File: src/rtl/serial_slice_adder.sv
`default_nettype none
// ============================================================================
//  Module      : serial_slice_adder
//  Description : Multi-cycle WIDTH-bit adder that pushes one SLICE-bit
//                ripple slice per clock through a single slice adder, LSB
//                slice first, with a carry register linking the slices.
//                Valid/ready handshake on input and output.
//                Optional subtract mode under macro SERIAL_ADDER_SUB_EN.
//  Revision    : 1.0 - initial release
// ============================================================================
module serial_slice_adder #(
    parameter int WIDTH = 64,
    parameter int SLICE = 4
) (
    input  logic             clk,
    input  logic             rst,
    input  logic             in_valid,
    output logic             in_ready,
    input  logic [WIDTH-1:0] A,
    input  logic [WIDTH-1:0] B,
    input  logic             Cin,
`ifdef SERIAL_ADDER_SUB_EN
    input  logic             sub,
`endif
    output logic             out_valid,
    input  logic             out_ready,
    output logic [WIDTH-1:0] S,
    output logic             Cout
);

    // Guarded so a zero SLICE does not divide by zero before the check fires
    localparam int c_num_slices = (SLICE < 1) ? 1 : (WIDTH / SLICE);
    localparam int c_cnt_w      = (c_num_slices > 1) ? $clog2(c_num_slices) : 1;
    localparam logic [c_cnt_w-1:0] c_last_slice = c_cnt_w'(c_num_slices - 1);

    generate
        if (SLICE < 1) begin : g_bad_slice
            $error("serial_slice_adder: SLICE must be at least 1");
        end else if ((WIDTH % SLICE) != 0) begin : g_bad_width
            $error("serial_slice_adder: WIDTH must be a multiple of SLICE");
        end
    endgenerate

    typedef enum logic [1:0] {
        S_IDLE = 2'd0,
        S_RUN  = 2'd1,
        S_DONE = 2'd2
    } state_t;

    state_t             r_state;
    state_t             w_state_next;
    logic [c_cnt_w-1:0] r_cnt;
    logic               r_carry;
    logic [WIDTH-1:0]   r_a;
    logic [WIDTH-1:0]   r_b;
    logic [WIDTH-1:0]   r_sum;
    logic               r_cout;

    logic               w_accept;
    logic               w_last;
    logic [SLICE:0]     w_slice_sum;
    logic [WIDTH-1:0]   w_b_in;
    logic               w_carry_in;

    // Subtract folds into the add path: invert B and inject the +1 as carry
`ifdef SERIAL_ADDER_SUB_EN
    assign w_b_in     = sub ? ~B : B;
    assign w_carry_in = sub ? 1'b1 : Cin;
`else
    assign w_b_in     = B;
    assign w_carry_in = Cin;
`endif

    assign in_ready  = (r_state == S_IDLE) && !rst;
    assign out_valid = (r_state == S_DONE);
    assign S         = r_sum;
    assign Cout      = r_cout;
    assign w_accept  = in_valid && in_ready;
    assign w_last    = (r_cnt == c_last_slice);

    // Operands shift right each cycle so the active slice is always the low
    // SLICE bits; the sum shifts in from the top and lands in place after N
    assign w_slice_sum = {1'b0, r_a[SLICE-1:0]} + {1'b0, r_b[SLICE-1:0]}
                       + {{SLICE{1'b0}}, r_carry};

    // State register
    always_ff @(posedge clk) begin
        if (rst) begin
            r_state <= S_IDLE;
        end else begin
            r_state <= w_state_next;
        end
    end

    // Next-state decode
    always_comb begin
        w_state_next = r_state;
        case (r_state)
            S_IDLE: if (w_accept) w_state_next = S_RUN;
            S_RUN:  if (w_last) w_state_next = S_DONE;
            S_DONE: if (out_ready) w_state_next = S_IDLE;
            default: w_state_next = S_IDLE;
        endcase
    end

    // Operand capture, per-slice add, carry chaining and result hold
    always_ff @(posedge clk) begin
        if (rst) begin
            r_cnt   <= '0;
            r_carry <= 1'b0;
            r_a     <= '0;
            r_b     <= '0;
            r_sum   <= '0;
            r_cout  <= 1'b0;
        end else begin
            case (r_state)
                S_IDLE: begin
                    if (w_accept) begin
                        r_a     <= A;
                        r_b     <= w_b_in;
                        r_carry <= w_carry_in;
                        r_cnt   <= '0;
                    end
                end
                S_RUN: begin
                    r_a     <= r_a >> SLICE;
                    r_b     <= r_b >> SLICE;
                    r_sum   <= (r_sum >> SLICE)
                             | (WIDTH'(w_slice_sum[SLICE-1:0]) << (WIDTH - SLICE));
                    r_carry <= w_slice_sum[SLICE];
                    if (w_last) begin
                        r_cout <= w_slice_sum[SLICE];
                    end else begin
                        r_cnt <= r_cnt + c_cnt_w'(1);
                    end
                end
                default: ;
            endcase
        end
    end

endmodule
`default_nettype wire

File: config.mk
export PLATFORM = sky130hd
export DESIGN_NAME = serial_slice_adder
export DESIGN_NICKNAME = d
export VERILOG_FILES = /design/src/rtl/serial_slice_adder.sv
export SDC_FILE = /design/constraint.sdc
export NUM_CORES = 1
export LEC_CHECK = 0
export CORE_MARGIN = 5
export CORE_UTILIZATION = 50
export CTS_CLUSTER_DIAMETER = 120
export DETAILED_ROUTE_END_ITERATION = 10
export PLACE_DENSITY = 0.89
export SLEW_MARGIN = 40
export SYNTH_ARGS = -nofsm -noshare
export SYNTH_HDL_FRONTEND = slang
export SYNTH_SLANG_ARGS = --single-unit
File: constraint.sdc
create_clock -name clk -period 3.4 [get_ports clk]
set_clock_uncertainty 0.2 [all_clocks]
set_input_delay 1.02 -clock clk [delete_from_list [all_inputs] [get_ports clk]]
set_output_delay 1.02 -clock clk [all_outputs]
set_load 0.01 [all_outputs]
# After elaboration in Yosys (flattened, before gate mapping)

Cells that the tools add are included.

Output and inout bits: 67
Input bits: 133
Flip-flop bits (word level): 200

Bitwise logic cells: 1
Reductions and logical operators: 9
Add/subtract/negate cells: 3
Eq/ne operators: 7
Mux-type cells: 13

Operator list:

| kind                                                   | count |
|---|---|
| one-hot mux 64 bit (2 select lines)                    | 2 |
| two-way mux 64 bit                                     | 2 |
| OR 60 x 64 -> 64 bit                                   | 1 |
| two-way mux 4 bit                                      | 2 |
| one-hot mux 4 bit (2 select lines)                     | 1 |
| two-way mux 2 bit                                      | 3 |
| inequality test 2 bit (second input constant)          | 3 |
| one-hot mux 2 bit (3 select lines)                     | 1 |
| AND reduction 3 bit                                    | 2 |
| adder 4 x 4 -> 5 bit                                   | 1 |
| adder 5 x 1 -> 5 bit                                   | 1 |
| adder 4 x 1 -> 4 bit (second input constant)           | 1 |
| equality test 4 bit (second input constant)            | 1 |
| AND reduction 2 bit                                    | 2 |
| equality test 2 x 1 -> 1 bit (second input constant)   | 1 |
| equality test 2 bit (second input constant)            | 1 |
| logical AND 1 bit                                      | 2 |
| zero test 2 bit                                        | 1 |
| inequality test 2 x 1 -> 1 bit (second input constant) | 1 |
| one-hot mux 1 bit (2 select lines)                     | 1 |
| nonzero test 2 bit                                     | 1 |
| zero test 1 bit                                        | 1 |
| two-way mux 1 bit                                      | 1 |

# Longest topological paths before layout

Gate-level depths: netlist of the first run.

Word-level depth: 5
Gate-level depth with buffers: 7

# Worst setup path after synthesis of the first run

No wires, ideal clock.

Path kind: input to output
From: input port rst
To: output port in_ready
Path slack: 0.329 ns
Cell stages on the path: 4
Arrival time: 1.851 ns
Required time: 2.180 ns
Buffers on the path: 3
Cell sequence: buf_2 > clkbuf_1 > clkbuf_1 > nor3_1

Cells in the longest elaborated chain, start to end: 2

RTL lines:

| what               | RTL line | RTL |
|---|---|---|
| start: declaration | 16       | `input logic rst,` |
| zero test 1 bit    | 74       | `assign in_ready = (r_state == S_IDLE) && !rst;` |
| logical AND 1 bit  | 74       |  |
| end: declaration   | 18       | `output logic in_ready,` |

No other way between the ends.

# Worst setup path in the final report of the first run

From: register r_state[1]
To: output port out_valid

Cells in the longest elaborated chain, start to end: 1

RTL lines:

| what                     | RTL line | RTL |
|---|---|---|
| start: declaration       | 50       | `state_t r_state;` |
| start signal: assignment | 91       | `r_state <= w_state_next;` |
| equality test 2 bit      | 75       | `assign out_valid = (r_state == S_DONE);` |
| end: declaration         | 25       | `output logic out_valid,` |

No other way between the ends.

==> metrics, run 1 <==
FFs w/ async S/R, synth=0; Place WS=~290 ps; Clock Latency Late Sink=430 ps; clk slew on worst S/H paths=70 ps; Static Leakage=roughly 3.9 nW; Worst VDD drop=0.362 mV; I/O Pins=200; multi-input logic area=about 3500 um^2; Post-CTS Setup Bufs=0; count of state elements after synthesis=200; Final Worst Setup Slack=362 ps; Port Buf Inserts=199; # fillers=1225; Yosys cell types=35; largest net degree at the start of global routing=80; Yosys warning count=0; total track usage=0.213; Die Width=135 um; hold path depth=2; Avg Vias per Cell=5.31; RSZ-0062 raised after global routing=false; number of routed nets with antenna violations=0; CTS tree=built; Mapped Area=just under 8000 um^2; FF-to-FF path depth=4; # rows=45; # hold bufs at CTS=0; first-pass GRT wire length=around 32 mm; Reg area=4000 um^2; TritonCTS buffer count=17; Top FF cell, synth=dfxtp_1; Min Clock Period, post-route=3040 ps; Hold Crit Class=flip-flop to flip-flop; PwrDens=528 nW/um^2; WP data required=roughly 2200 ps; antenna cells=0; # setup viols final=0; Worst-Margin Slew=793 ps; Rel. slew slack=0.471; post-DP HPWL=13.6 mm; reg2reg setup slack=1010 ps; hold path startpoint=S[2]; EDFF count, synth=0; Syn Nets=about 1100; Crit Reg-Reg Startpoint=r_state[1]; Placed Cells=1340; DR pass1 iterations=5; chip height=135 um; Fin Setup TNS=0 ps; nets=1287; Max FO, Critical Path=6; r2r endpoint=r_b[7]; Seq/Total Area, Yosys=0.509; Power, Total=between 5 and 6 mW; H-tree Lvls=4; routed len/inst=between 10 and 15 um; Post-Layout Cell Count=1372; area growth from synthesis to layout=33.8%; Vias=between 7000 and 8000; Fmax=roughly 330 MHz; WHS Endpoint=S[2]; routability cong.=between 0.8 and 0.9; share of cells above drive strength 1=0.0620; CP Class=flip-flop to output pin; gr ovfl total=0; DRT iter0 DRCs=approximately 620; root buffer cell=clkbuf_16; core area=15300 um^2; CTS Buffer Depth=2; Final Routed Wirelength=20.3 mm; syn avg cell area=slightly below 8 um^2; Final Hold Viols=0; Max Cap Viol=0; startpoint type of the worst setup path=flip-flop; clock sinks=200; Worst setup EP type=output pin; post-route clock period utilization=0.894; initial antenna violation count=0; die area=18300 um^2; Starting Density=0.513; post-cts sizing count=0; status=finished, final reports clean; Syn Inst Count=994; vias in the first global route=6700; Arrival @ worst endpoint=1820 ps; DRC=0; Pins Over Slew Limit=0
==> Yosys cell counts, types with 3 or more instances <==
library cell | instances | area share
buf_8 | 3 | 0.0057
a21oi_1 | 107 | 0.068
ha_1 | 4 | 0.0064
o21ai_0 | 3 | 0.0019
nand2_1 | 174 | 0.083
a22oi_1 | 31 | 0.030
nor2_1 | 272 | 0.13
buf_2 | 20 | 0.013
clkbuf_1 | 45 | 0.021
nor4_1 | 68 | 0.054
inv_1 | 5 | 0.0024
nand3_1 | 6 | 0.0038
nor4_2 | 20 | 0.032
buf_4 | 8 | 0.0076
dfxtp_1 | 200 | 0.51
==> flip-flops by register name (all words and copies together) (netlist names) <==
register / cells
r_cnt: 4
r_b: 64
r_state: 2
S: 64
r_a: 64
r_carry: 1
Cout: 1
==> final cells by class <==
cell class	count	area share
Timing Repair Buffer	213	0.202
Inverter	5	0.00178
Clock inverter	11	0.0163
Sequential cell	200	0.381
Tap cell	211	0.0251
Multi-Input combinational cell	711	0.330
Clock buffer	21	0.0438
==> power breakdown <==
group	leakage (nW)	switching (mW)	total [mW]	internal [mW]
clock	0.303	0.868	2.14	1.27
combinational	1.98	0.452	0.799	0.347
sequential	1.63	0.0971	2.61	2.51
total	3.92	1.42	5.55	4.13
==> metal layers <==
layer / GRT usage / vias to the layer above / wire length (um) / part of all wire
met5: 0 / - / 0 / 0
met4: 0.0728 / 0 / 390 / 0.019
met3: 0.0371 / 28 / 1110 / 0.055
met2: 0.358 / 205 / 10100 / 0.50
met1: 0.276 / 3418 / 8680 / 0.43
li1: - / 3629 / - / -
==> stage by stage <==
| stage | hold slack [ps] | area, um^2 | util |
|---|---|---|---|
| detailed placement | 247 | 9890 | 0.646 |
| finish | 256 | 10500 | 0.687 |
| global placement | 241 | 9890 | 0.646 |
| global route | 277 | 10500 | 0.687 |
| CTS | 256 | 10500 | 0.687 |
| floorplan | 237 | 7860 | - |
==> logic make-up after synthesis <==
logic type	synth area share
flops	0.509
fa+ha+maj	0.0115
compound gates	0.108
mux	0.00143
buf+inv	0.0509
xor+xnor	0.00111
simple gates	0.318
==> worst max path at each step <==
stage / slack [ps] / to / from / cells after the start
after global routing: 290 / out_valid / r_state[1] / 2
after CTS: 350 / out_valid / r_state[1] / 2
final: 360 / out_valid / r_state[1] / 2
after global placement: 370 / in_ready / rst / 3
after detailed placement: 290 / r_a[58] / in_valid / 6
after floorplan: 330 / in_ready / rst / 4
==> critical path, stage by stage, from the launching register on <==
cell,delay [ps]
dfxtp_1,520
nor2b_1,260
clkdlybuf4s50_1,610
==> cell usage in the layout, fill, tap and decap left out, types with 3 or more instances in the layout <==
cell type / count
a21oi_1: 107
a22oi_1: 31
buf_4: 12
bufinv_16: 4
clkbuf_16: 17
clkdlybuf4s50_1: 198
clkinv_4: 3
dfxtp_1: 200
ha_1: 4
inv_1: 5
nand2_1: 174
nand3_1: 6
nor2_1: 271
nor4_1: 68
nor4_2: 20
o21ai_0: 3
(Power assumes the default switching activity.)
==> inputs of run 2 (changes only) <==
--- a/config.mk
+++ b/config.mk
@@ -5,11 +5,14 @@
 export SDC_FILE = /design/constraint.sdc
 export NUM_CORES = 1
 export LEC_CHECK = 0
+export CAP_MARGIN = 5
+export CELL_PAD_IN_SITES_DETAIL_PLACEMENT = 1
+export CELL_PAD_IN_SITES_GLOBAL_PLACEMENT = 2
 export CORE_MARGIN = 5
-export CORE_UTILIZATION = 50
+export CORE_UTILIZATION = 30
 export CTS_CLUSTER_DIAMETER = 120
 export DETAILED_ROUTE_END_ITERATION = 10
-export PLACE_DENSITY = 0.89
+export PLACE_DENSITY = 0.93
 export SLEW_MARGIN = 40
 export SYNTH_ARGS = -nofsm -noshare
 export SYNTH_HDL_FRONTEND = slang
==> run 2 against run 1 <==
  * Core utilization shrank 27 points
  * Global-route usage shrank 5.7 points
  * Flip-flop and latch count is the same
  * Highest routed layer unchanged
  * Total power shrank 1.0%
==> metrics, run 2 (synthesis gave the netlist of run 1 again) <==
Worst-Margin Slew=788 ps (-4.76 ps); antenna cells=0 (unchanged); CP Class=primary input to output pin; # setup viols final=0 (unchanged); vias in the first global route=7426 (+11%); FF-to-FF path depth=4 (unchanged); Crit Reg-Reg Startpoint=r_state[1]; worst hold slack=257 ps (+1.05 ps); # hold bufs at CTS=0 (unchanged); I/O Pins=200 (unchanged); PwrDens=514 nW/um^2 (-2.7%); Fin Setup TNS=0 ps (unchanged); reg2reg setup slack=1220 ps (+210 ps); post-cts sizing count=0 (unchanged); Starting Density=0.303 (-0.210); Max Cap Viol=0 (unchanged); core area=25900 um^2 (+69%); GRT busiest layer=met2; DRT iter0 DRCs=404 (-35%); clk slew on worst S/H paths=80 ps (about the same); startpoint type of the worst setup path=primary input; TritonCTS buffer count=17 (unchanged); Die Width=172 um (+27%); CP Launch Point=rst; total track usage=0.156 (-0.0568); RSZ-0062 raised after global routing=false; share of cells above drive strength 1=0.0653 (+0.00328); met3 Resource Use GR=0.0279 (-0.00926); WP data required=2180 ps (about the same); Hold Crit Class=flip-flop to flip-flop; root buffer cell=clkbuf_16; clock sinks=200 (unchanged); most frequent cells in the layout=271 x nor2_1, 200 x dfxtp_1, 198 x clkdlybuf4s50_1; initial antenna violation count=0 (unchanged); Avg Vias per Cell=4.83 (-9.0%); Clock Latency Late Sink=430 ps (about the same); most common cell after layout, fill and taps aside=nor2_1; CTS Buffer Depth=2 (unchanged); area growth from synthesis to layout=36.0%; Vias=7242 (-0.52%); Static Leakage=3.93 nW (+0.22%); Reg area=4000 um^2 (unchanged); # fillers=3095 (+150%); post-route clock period utilization=0.909 (+0.0156); Worst VDD drop=0.323 mV (-11%); Port Buf Inserts=199 (unchanged); DR pass1 iterations=4 (-1); multi-input logic area=3480 um^2 (unchanged); met2 Use GR=0.272 (-0.0867); Final Hold Viols=0 (unchanged); # rows=59 (+31%); nets=1290 (+0.23%); post-DP HPWL=16.1 mm (+19%); chip height=172 um (+27%); CTS tree=built; DRC=0 (unchanged); first-pass GRT wire length=37.7 mm (+17%); largest net degree at the start of global routing=84 (+5.0%); status=finished, final reports clean; Pins Over Slew Limit=0 (unchanged); utilization after layout=0.413 (-0.274); number of routed nets with antenna violations=0 (unchanged); gr ovfl total=0 (unchanged); Final Routed Wirelength=23.5 mm (+16%); Max FO, Critical Path=4 (-2); Min Clock Period, post-route=3090 ps (+53.0 ps); routability cong.=0.743 (-10%); met1 GRT Util=0.203 (-0.0738); H-tree Lvls=4 (unchanged); Worst setup EP type=output pin; CP endpoint=in_ready; Arrival @ worst endpoint=1870 ps (+50 ps); Fmax=323 MHz (-1.7%); routed len/inst=15.7 um (+5.9%); r2r endpoint=r_b[37]; Post-CTS Setup Bufs=0 (unchanged); Rel. slew slack=0.474 (+0.00317); die area=29500 um^2 (+61%)
-- run 2: cell count changes in the layout (fill, tap and decap cells not counted) --
cell / change
clkinv_8: +1
buf_4: -1
clkinv_2: -2
clkinvlp_4: -1
clkbuf_8: -2
inv_6: +5
buf_12: +3
clkbuf_1: -1
inv_8: +3
buf_6: +1
bufinv_16: -3
-- run 2: layout make-up --
cell class                 instances  area share
sequential                       200       0.374
multi-input combinational        711       0.325
timing repair buffer             216       0.205
clock buffer                      18      0.0401
tap                              335      0.0392
clock inverter                    14      0.0147
inverter                           5     0.00176
-- run 2: where the power goes --
group / internal, mW / switching [mW] / leakage, nW
clock network: 1.05 / 0.996 / 0.285
registers: 2.51 / 0.0985 / 1.63
logic: 0.361 / 0.475 / 2.01
-- run 2: worst min path at each step --
| stage | startpoint | end | slack (ps) | cells past startpoint |
|---|---|---|---|---|
| 3_5_place_dp | r_a[18] | r_a[18] | 250 | 2 |
| 5_1_grt | r_a[18] | r_a[18] | 280 | 2 |
| 3_3_place_gp | S[0] | S[0] | 240 | 2 |
| 4_1_cts | r_a[8] | r_a[8] | 260 | 2 |
| 2_1_floorplan | r_a[60] | r_a[60] | 240 | 2 |
| 6_report | S[0] | S[0] | 260 | 2 |
-- run 2: per-layer routing --
layer,up-vias,share of wire
li1,3636,-
met1,3477,0.46
met2,120,0.50
met3,9,0.034
met4,0,0.0085
met5,-,0
-- run 2: worst max-delay path, cell delays in order --
cell	delay, ps
buf_6	110
nor3_1	120
clkdlybuf4s50_1	620
-- run 2: stage by stage --
step	worst slack [ps]	std cells	cell area [um^2]	power (mW)
6_report	309	1499	10700	5.49
5_1_grt	259	1499	10700	5.78
4_1_cts	294	1499	10700	5.57
3_5_place_dp	262	1467	10100	3.51
3_3_place_gp	278	1467	10100	3.49
2_1_floorplan	329	994	7860	3.16
==> inputs of run 3 (changes only) <==
--- a/config.mk
+++ b/config.mk
@@ -10,6 +10,7 @@
 export CELL_PAD_IN_SITES_GLOBAL_PLACEMENT = 2
 export CORE_MARGIN = 5
 export CORE_UTILIZATION = 30
+export CTS_BUF_LIST = sky130_fd_sc_hd__clkbuf_4 sky130_fd_sc_hd__clkbuf_8 sky130_fd_sc_hd__clkbuf_16
 export CTS_CLUSTER_DIAMETER = 120
 export DETAILED_ROUTE_END_ITERATION = 10
 export PLACE_DENSITY = 0.93
==> run 3 against run 2 <==
  * Setup slack improved by 4.0 ps
  * Core utilization hardly changed
  * Worst hold slack is essentially flat
  * Combinational power hardly changed
  * Critical path type unchanged
==> metrics, run 3 (synthesis gave the netlist of run 1 again) <==
Avg Vias per Cell=4.84 (+0.18%); CTS tree=built; Final Hold Viols=0 (unchanged); hold path startpoint=S[0]; RSZ-0062 raised after global routing=false; TritonCTS buffer count=17 (unchanged); nets=1290 (unchanged); Max Cap Viol=0 (unchanged); DR pass1 iterations=4 (unchanged); WP data required=2180 ps (about the same); most frequent cells in the layout=271 x nor2_1, 200 x dfxtp_1, 198 x clkdlybuf4s50_1; Hold Crit Class=flip-flop to flip-flop; startpoint type of the worst setup path=primary input; Worst VDD drop=0.324 mV (+0.11%); post-cts sizing count=0 (unchanged); routed len/inst=15.7 um (about the same); routability cong.=0.743 (unchanged); hold path depth=2 (unchanged); WHS Endpoint=S[0]; PwrDens=514 nW/um^2 (+0.11%); Static Leakage=3.93 nW (about the same); initial antenna violation count=0 (unchanged); Post-CTS Setup Bufs=0 (unchanged); Combinational Power Share=0.152 (about the same); Max stage delay cell, worst path=clkdlybuf4s50_1; r2r endpoint=r_b[37]; status=finished, final reports clean; Worst path max stage delay=620 ps (about the same); Port Buf Inserts=199 (unchanged); Fin Setup TNS=0 ps (unchanged); Min Clock Period, post-route=3090 ps (-4.00 ps); Starting Density=0.303 (unchanged); I/O Pins=200 (unchanged); switching portion of total power=0.285 (-0.000407); Rel. slew slack=0.470 (-0.00455); antenna cells=0 (unchanged); worst path cell trace=buf_6 > nor3_1 > clkdlybuf4s50_1; DRT iter0 DRCs=424 (+5.0%); clock sinks=200 (unchanged); Worst setup EP type=output pin; Vias=7255 (+0.18%); Arrival @ worst endpoint=1870 ps (about the same); share of cells above drive strength 1=0.0662 (+0.000859); Final Routed Wirelength=23.5 mm (about the same); root buffer cell=clkbuf_16; Fmax=324 MHz (+0.13%); # setup viols final=0 (unchanged); clk slew on worst S/H paths=80 ps (about the same); register share of total power=0.474 (about the same); Power, Total=5.50 mW (+0.14%); post-route clock period utilization=0.908 (-0.00118); Clock power frac=0.374 (about the same); vias in the first global route=7445 (+0.26%); Clock Latency Late Sink=430 ps (about the same); # hold bufs at CTS=0 (unchanged); H-tree Lvls=4 (unchanged); Pins Over Slew Limit=0 (unchanged); most common cell after layout, fill and taps aside=nor2_1; CTS Buffer Depth=2 (unchanged); post-DP HPWL=16.1 mm (unchanged); CP Class=primary input to output pin; area growth from synthesis to layout=36.0% (about the same); first-pass GRT wire length=37.7 mm (+0.15%); chip height=172 um (unchanged); # rows=59 (unchanged); FF-to-FF path depth=4 (unchanged); Int Power=3.93 mW (+0.20%); DRC=0 (unchanged); Die Width=172 um (unchanged); reg2reg setup slack=1210 ps (about the same); die area=29500 um^2 (unchanged); Net Switching=1.57 mW (about the same); gr ovfl total=0 (unchanged); largest net degree at the start of global routing=84 (unchanged); Worst-Margin Slew=795 ps (+6.83 ps); Crit Reg-Reg Startpoint=r_state[1]; total track usage=0.156 (about the same); Max FO, Critical Path=4 (unchanged); core area=25900 um^2 (unchanged); number of routed nets with antenna violations=0 (unchanged)
==> run 3: per-layer routing <==
| metal | global-route usage | wire, um | share of wire | vias to the layer above |
|---|---|---|---|---|
| met5 | 0 | 0 | 0 | - |
| li1 | - | - | - | 3637 |
| met3 | 0.0279 | 870 | 0.037 | 10 |
| met1 | 0.204 | 10800 | 0.46 | 3479 |
| met2 | 0.271 | 11600 | 0.49 | 129 |
| met4 | 0.0345 | 210 | 0.0089 | 0 |
==> run 3: power by group through the flow <==
| stage | clock network, mW | registers [mW] | logic, mW |
|---|---|---|---|
| CTS | 2.12 | 2.61 | 0.851 |
| global placement | 0 | 2.66 | 0.832 |
| floorplan | 0 | 2.64 | 0.529 |
| detailed placement | 0 | 2.66 | 0.847 |
| finish | 2.05 | 2.61 | 0.836 |
| global route | 2.22 | 2.63 | 0.942 |
==> run 3: critical path, delay by kind of cell <==
kind / cells / cell delay (ps)
buffers and inverters: 2 / 730
AND/OR/NAND/NOR: 1 / 120
==> run 3: metrics by stage <==
step / std cells / area [um^2] / util / worst slack (ps) / hold slack [ps]
after floorplan: 994 / 7860 / - / 329 / 237
after global placement: 1467 / 10100 / 0.390 / 278 / 243
after detailed placement: 1467 / 10100 / 0.390 / 262 / 249
after CTS: 1499 / 10700 / 0.413 / 294 / 260
after global routing: 1499 / 10700 / 0.413 / 259 / 282
final: 1499 / 10700 / 0.413 / 313 / 257
==> run 3: worst max path at each step <==
stage          slack, ps  cells after the start  endpoint      from
2_1_floorplan        330                      4  in_ready       rst
3_3_place_gp         280                      3  in_ready       rst
3_5_place_dp         260                      5   r_b[37]  in_valid
4_1_cts              290                      3  in_ready       rst
5_1_grt              260                      3  in_ready       rst
6_report             310                      3  in_ready       rst
==> run 3: layout make-up <==
cell class                      instances  area (um^2)
Timing Repair Buffer                  216         2190
Multi-Input combinational cell        711         3480
Clock buffer                           18          433
Tap cell                              335          419
Sequential cell                       200         4000
Fill cell                            3095        15200
Inverter                                5         18.8
Clock inverter                         14          158
